===== src/rtl/seq_buf_writer.sv =====
// seq_buf_writer: fills a zero-terminated sequence buffer from a valid/ready sample stream
module seq_buf_writer #(
    parameter int DATA_W = 12,
    parameter int ADDR_W = 9,
    parameter int DEPTH  = 512
) (
    input  logic              clk,
    input  logic              rstn,
    input  logic              start,
    input  logic              in_valid,
    input  logic [DATA_W-1:0] in_data,
    input  logic              in_last,
    output logic              in_ready,
    output logic              wr_en,
    output logic [ADDR_W-1:0] wr_addr,
    output logic [DATA_W-1:0] wr_data,
    output logic              busy,
    output logic              done,
    output logic [ADDR_W-1:0] len,
    output logic              overflow,
    output logic              clamped
);
    typedef enum logic [1:0] {IDLE, WRITE, TERM, DONE} state_t;
    localparam logic [ADDR_W-1:0] PTR_MAX = ADDR_W'(DEPTH - 2);
    state_t            state;
    logic [ADDR_W-1:0] ptr;
    logic              accept;
    logic              is_zero;
    // handshake and status decode straight from the state register
    always_comb begin
        in_ready = state == WRITE;
        busy     = state != IDLE;
        done     = state == DONE;
        accept   = in_valid & in_ready;
        is_zero  = in_data == '0;
    end
    // capture FSM: payload words never zero, terminator always written (address DEPTH-1 at most)
    always_ff @(posedge clk or negedge rstn) begin
        if (!rstn) begin
            state    <= IDLE;
            ptr      <= '0;
            wr_en    <= 1'b0;
            wr_addr  <= '0;
            wr_data  <= '0;
            len      <= '0;
            overflow <= 1'b0;
            clamped  <= 1'b0;
        end else begin
            case (state)
                IDLE: begin
                    wr_en <= 1'b0;
                    if (start) begin
                        ptr      <= '0;
                        overflow <= 1'b0;
                        clamped  <= 1'b0;
                        state    <= WRITE;
                    end
                end
                WRITE: begin
                    wr_en <= accept;
                    if (accept) begin
                        wr_addr <= ptr;
                        wr_data <= is_zero ? DATA_W'(1) : in_data;
                        ptr     <= ptr + 1'b1;
                        if (is_zero) clamped <= 1'b1;
                        if (in_last || ptr == PTR_MAX) begin
                            overflow <= !in_last;
                            state    <= TERM;
                        end
                    end
                end
                TERM: begin
                    wr_en   <= 1'b1;
                    wr_addr <= ptr;
                    wr_data <= '0;
                    len     <= ptr;
                    state   <= DONE;
                end
                default: begin
                    wr_en <= 1'b0;
                    state <= IDLE;
                end
            endcase
        end
    end
endmodule


===== config.mk =====
export PLATFORM = sky130hd
export DESIGN_NAME = seq_buf_writer
export DESIGN_NICKNAME = d
export VERILOG_FILES = /design/src/rtl/seq_buf_writer.sv
export SDC_FILE = /design/constraint.sdc
export NUM_CORES = 1
export LEC_CHECK = 0
export BUFFER_PORTS_ARGS = -buffer_cell sky130_fd_sc_hd__buf_2
export CORE_ASPECT_RATIO = 2
export CORE_UTILIZATION = 56
export DETAILED_ROUTE_END_ITERATION = 7
export PLACE_DENSITY = 0.84
export SETUP_SLACK_MARGIN = 0.2
export SYNTH_ARGS = -nofsm -noshare
export SYNTH_HDL_FRONTEND = slang
export SYNTH_SLANG_ARGS = --single-unit

===== constraint.sdc =====
create_clock -name clk -period 3.6 [get_ports clk]
set_clock_uncertainty 0.1 [all_clocks]
set_input_delay 0.72 -clock clk [delete_from_list [all_inputs] [get_ports clk]]
set_output_delay 0.72 -clock clk [all_outputs]
set_load 0.02 [all_outputs]

Word level (Yosys, flattened, before mapping)

Cells that the tools add are included.
Widths: inputs -> output; s select.

$add $sub $neg: 1
Muxes and demuxes: 20
Reduce and logical (&&, ||, !) cells: 12
Eq/ne operators: 8
Bitwise operators: 1

Operator list:

| cell                | count |
|---|---|
| $pmux 9 s2          | 2 |
| $mux 9              | 3 |
| $mux 12             | 2 |
| $pmux 12 s2         | 1 |
| $logic_not 12->1    | 1 |
| $add 9x1->9 const B | 1 |
| $eq 9x9->1 const B  | 1 |
| $reduce_and 4->1    | 2 |
| $mux 2              | 3 |
| $ne 2x1->1 const B  | 3 |
| $pmux 1 s2          | 3 |
| $pmux 2 s3          | 1 |
| $reduce_and 3->1    | 2 |
| $reduce_bool 2->1   | 3 |
| $mux 1              | 5 |
| $eq 2x2->1 const B  | 2 |
| $eq 2x1->1 const B  | 1 |
| $logic_not 2->1     | 1 |
| $ne 2x2->1 const B  | 1 |
| $reduce_and 2->1    | 1 |
| $and 1x1->1         | 1 |
| $logic_not 1->1     | 1 |
| $logic_or 1x1->1    | 1 |

Register bits: 44
Word-level logic and storage cells: 50

Depth between registers and ports, before layout

Word-level depth: 5
Mapped depth: 8

Worst setup path before layout

Ideal clock, no wire load.

Path type: reg-to-reg
Start point: register state[1]
End point: register ptr[8]
Required time: 3,375 ps
Library setup time: 125 ps
Data arrival time: 1,636 ps
Setup slack: 1,739 ps
Period minus slack after synthesis: 1,861 ps
Stages on the path, launching flop included: 7
Cells stage by stage: dfrtp_1 -> inv_1 -> ha_1 -> buf_6 -> o211a_1 -> nor3b_1 -> mux2_2

Word-level cells in the longest chain between the ends: 4
Elaborated cells on any way between the ends: 8
Classes of those cells: eq/ne (3); mux (1); bitwise (1); reduce/logical (3)

RTL lines:

| element                           | line | source |
|---|---|---|
| start: declaration                | 25   | `state_t state;` |
| start signal: assignment          | 40   | `state <= IDLE;` |
| start signal: assignment          | 56   | `state <= WRITE;` |
| start signal: assignment          | 68   | `state <= TERM;` |
| $eq 2x1->1 (*)                    | 31   | `in_ready = state == WRITE;` |
| via in_ready                      | 13   | `output logic in_ready,` |
| $and 1x1->1                       | 34   | `accept = in_valid & in_ready;` |
| $ne 2x1->1 (no source line)       | -    |  |
| $reduce_and 3->1 (no source line) | -    |  |
| end signal: assignment            | 64   | `ptr <= ptr + 1'b1;` |
| end: declaration                  | 26   | `logic [ADDR_W-1:0] ptr;` |

The timed path passes the listed nets; every way through them passes the cells marked *.
A chain may end at the register's enable or synchronous reset.

Worst setup path in the final report

Start point: register state[1]
End point: output port in_ready

Word-level cells in the longest chain between the ends: 1

RTL lines:

| element          | line |
|---|---|
| $eq 2x1->1       | 31 |
| end: declaration | 13 |

Every way passes these cells.

==> impl_metrics.tcl <==
set metrics [dict create \
    status "complete, but fails checks" \
    violations "design-rule violations" \
    critPathBufInv 2 \
    timing.rr.start "state[1]$_DFFE_PN0P_" \
    max_stage_delay_ps 420 \
    ioPinCount 53 \
    finalCritPeriodShare 0.637 \
    start_util 0.589 \
    fin_cells 245 \
    ant_nets 0 \
    r2r_end "wr_addr[4]$_DFFE_PN0P_" \
    holdWs_ps 402 \
    path_class "flop to output pin" \
    cts.clk_slew.worst_paths_ps 80 \
    cap_violations 0 \
    die_x_um 44.1 \
    hold_buffers 0 \
    place_hpwl_um 3170 \
    worstPathArrival_ps 1470 \
    post-cts-setup-buffers 0 \
    avgSynthCellArea_um2 12.5 \
    synth_common_cells "dfrtp_1 (44), mux2_2 (19), a22o_1 (11)" \
    critical_path_depth 3 \
    final-setup-viol-count 0 \
    crit_family "flip-flops" \
    worst_setup_path_start_kind "flop" \
    ys_types 34 \
    finalWorstSetupSlack_ps 1310 \
    power.total_mw 1.81 \
    nets 235 \
    grtUsageTotal 0.246 \
    synth_top_area_frac 0.553 \
    via_count 1462 \
    grt_max_degree 45 \
    synth-edff-count 0 \
    firstDrtPassIters 8 \
    grt_pass1_wl_um 6870 \
    clk-insertion-delay-late_ps 300 \
    synth_top_area_cell "dfrtp_1" \
    hold_class "flop to flop" \
    vias_per_cell 5.97 \
    die_area_um2 3810 \
    ys_seq_area_frac 0.553 \
    drc 4 \
    worstSetupEndpointType "output pin" \
    crit_path_top_delay_cell "dfrtp_1" \
    max_freq_ghz 0.436 \
    clkPwrFrac 0.206 \
    place_inst 237 \
    path_max_fanout 12 \
    ys_ff_latch 44 \
    slew_viol_final 0 \
    power_frac_comb 0.422 \
    clockBufferDepth 2 \
    powerDensity_nw_per_um2 770 \
    power.switching_mw 0.693 \
    ctsResizeCount 0 \
    hold_violations 0 \
    drive_gt1_frac 0.399 \
    portBuffers 52 \
    placed_area_um2 2250 \
    area_delta_synth_final_pct 18.4 \
    internal-power_mw 1.12 \
    p_leak_nw 1.30 \
    setup_tns_ps 0 \
    startpoint "state[1]$_DFFE_PN0P_" \
    synth.area.top_cells "dfrtp_1 (55%), mux2_2 (11%), a22o_1 (4.8%), ha_1 (3.8%), nor2_1 (1.9%)" \
    worstMarginPinSlew_ps 934 \
    grt_pass1_vias 1482 \
    fin_crit_ps 2290 \
    ys_warn_count 0 \
    routed_wl_um 4150 \
    place_congestion 0.930 \
    drtIter0Drc 21 \
    syn_nets 182 \
    num_rows 30 \
    reg2reg_depth 5 \
    htreeDepth 2 \
    clock_sinks 44 \
    utilization 0.697 \
    place_ws_ps 1420 \
    stdcell_area_um2 2350 \
    pwr-share-seq 0.372 \
    antenna_found_initial 0 \
    grt_overflow 0 \
    worst-r2r-setup-slack_ps 1410 \
    syn_area_um2 1990 \
    synth_cells 159 \
    synth.most_common_cell "dfrtp_1" \
    antenna_cells_inserted 0 \
    wl_per_cell_um 16.9 \
    peakVddDrop_uv 623 \
    cp.required_ps 2780 \
    root_buffer "clkbuf_8" \
    coreArea_um2 3380 \
    endpoint "in_ready" \
    slew_headroom 0.377 \
    cts_buffers 5 \
    sw_frac_of_total 0.382 \
    cts_tree "built" \
    rsz0062_at_grt "false" \
    synth_ff_type "dfrtp_1" \
    die_h_um 86.3 \
    async_reset_ff_frac 1.00 \
    crit_chain "inv_1 > ha_1 > buf_2" \
]
-- state kept, by name (all words and copies together), names as in the netlist --
| register | cells |
|---|---|
| state | 2 |
| clamped | 1 |
| len | 9 |
| overflow | 1 |
| wr_data | 12 |
| wr_en | 1 |
| ptr | 9 |
| wr_addr | 9 |
-- layer usage --
| metal | up-vias | GRT usage | share of wire |
|---|---|---|---|
| li1 | 680 | - | - |
| met1 | 731 | 0.256 | 0.36 |
| met2 | 46 | 0.448 | 0.57 |
| met3 | 5 | 0.0563 | 0.047 |
| met4 | 0 | 0.107 | 0.019 |
| met5 | - | 0 | 0 |
-- how the worst min path moves through the flow --
| stage | depth (start not counted) | to | slack [ps] | from |
|---|---|---|---|---|
| 2_1_floorplan | 0 | clamped$_DFFE_PN0P_ | 320 | rstn |
| 3_3_place_gp | 2 | wr_addr[0]$_DFFE_PN0P_ | 370 | wr_addr[0]$_DFFE_PN0P_ |
| 3_5_place_dp | 2 | clamped$_DFFE_PN0P_ | 380 | clamped$_DFFE_PN0P_ |
| 4_1_cts | 2 | clamped$_DFFE_PN0P_ | 400 | clamped$_DFFE_PN0P_ |
| 5_1_grt | 1 | wr_data[9]$_DFFE_PN0P_ | 420 | wr_data[9]$_DFFE_PN0P_ |
| 6_report | 1 | wr_data[9]$_DFFE_PN0P_ | 400 | wr_data[9]$_DFFE_PN0P_ |
-- cells in the final DEF (no fill, tap or decap), drive strengths merged, types with 2 or more instances in the layout --
master  instances
mux2           20
mux2i           2
ha              6
dfrtp          44
or3             2
a221o           2
and3            5
clkbuf          6
nand4           6
nor2b           2
nor3b           2
nand2           6
nor2           10
nand3           2
inv             6
o21ai           4
xor2            3
nor4            3
a21oi           7
nand2b          3
buf            52
a22o           11
-- area by class of cell --
| type | instances | area [um^2] |
|---|---|---|
| Inverter | 6 | 22.5 |
| Multi-Input combinational cell | 103 | 823 |
| Clock buffer | 6 | 72.6 |
| Tap cell | 32 | 40.0 |
| Timing Repair Buffer | 52 | 260 |
| Clock inverter | 2 | 35.0 |
| Sequential cell | 44 | 1100 |
| Fill cell | 256 | 1020 |
-- power by group through the flow --
stage	sequential [mW]	combinational, mW	clock, mW
final	0.674	0.765	0.374
after global routing	0.688	0.837	0.396
after CTS	0.674	0.772	0.378
after detailed placement	0.684	0.767	0
after global placement	0.677	0.741	0
after floorplan	0.771	0.502	0
-- logic make-up after synthesis --
family,count (synthesis),synth area share
and+or+nand+nor,43,0.120
DFF,44,0.553
adders and majority gates,6,0.0377
xor gates and xnor gates,3,0.0132
AOI/OAI and AO/OA,29,0.118
muxes,22,0.125
buffers and inverters,12,0.0327
Power figures use the tool's default switching activity.
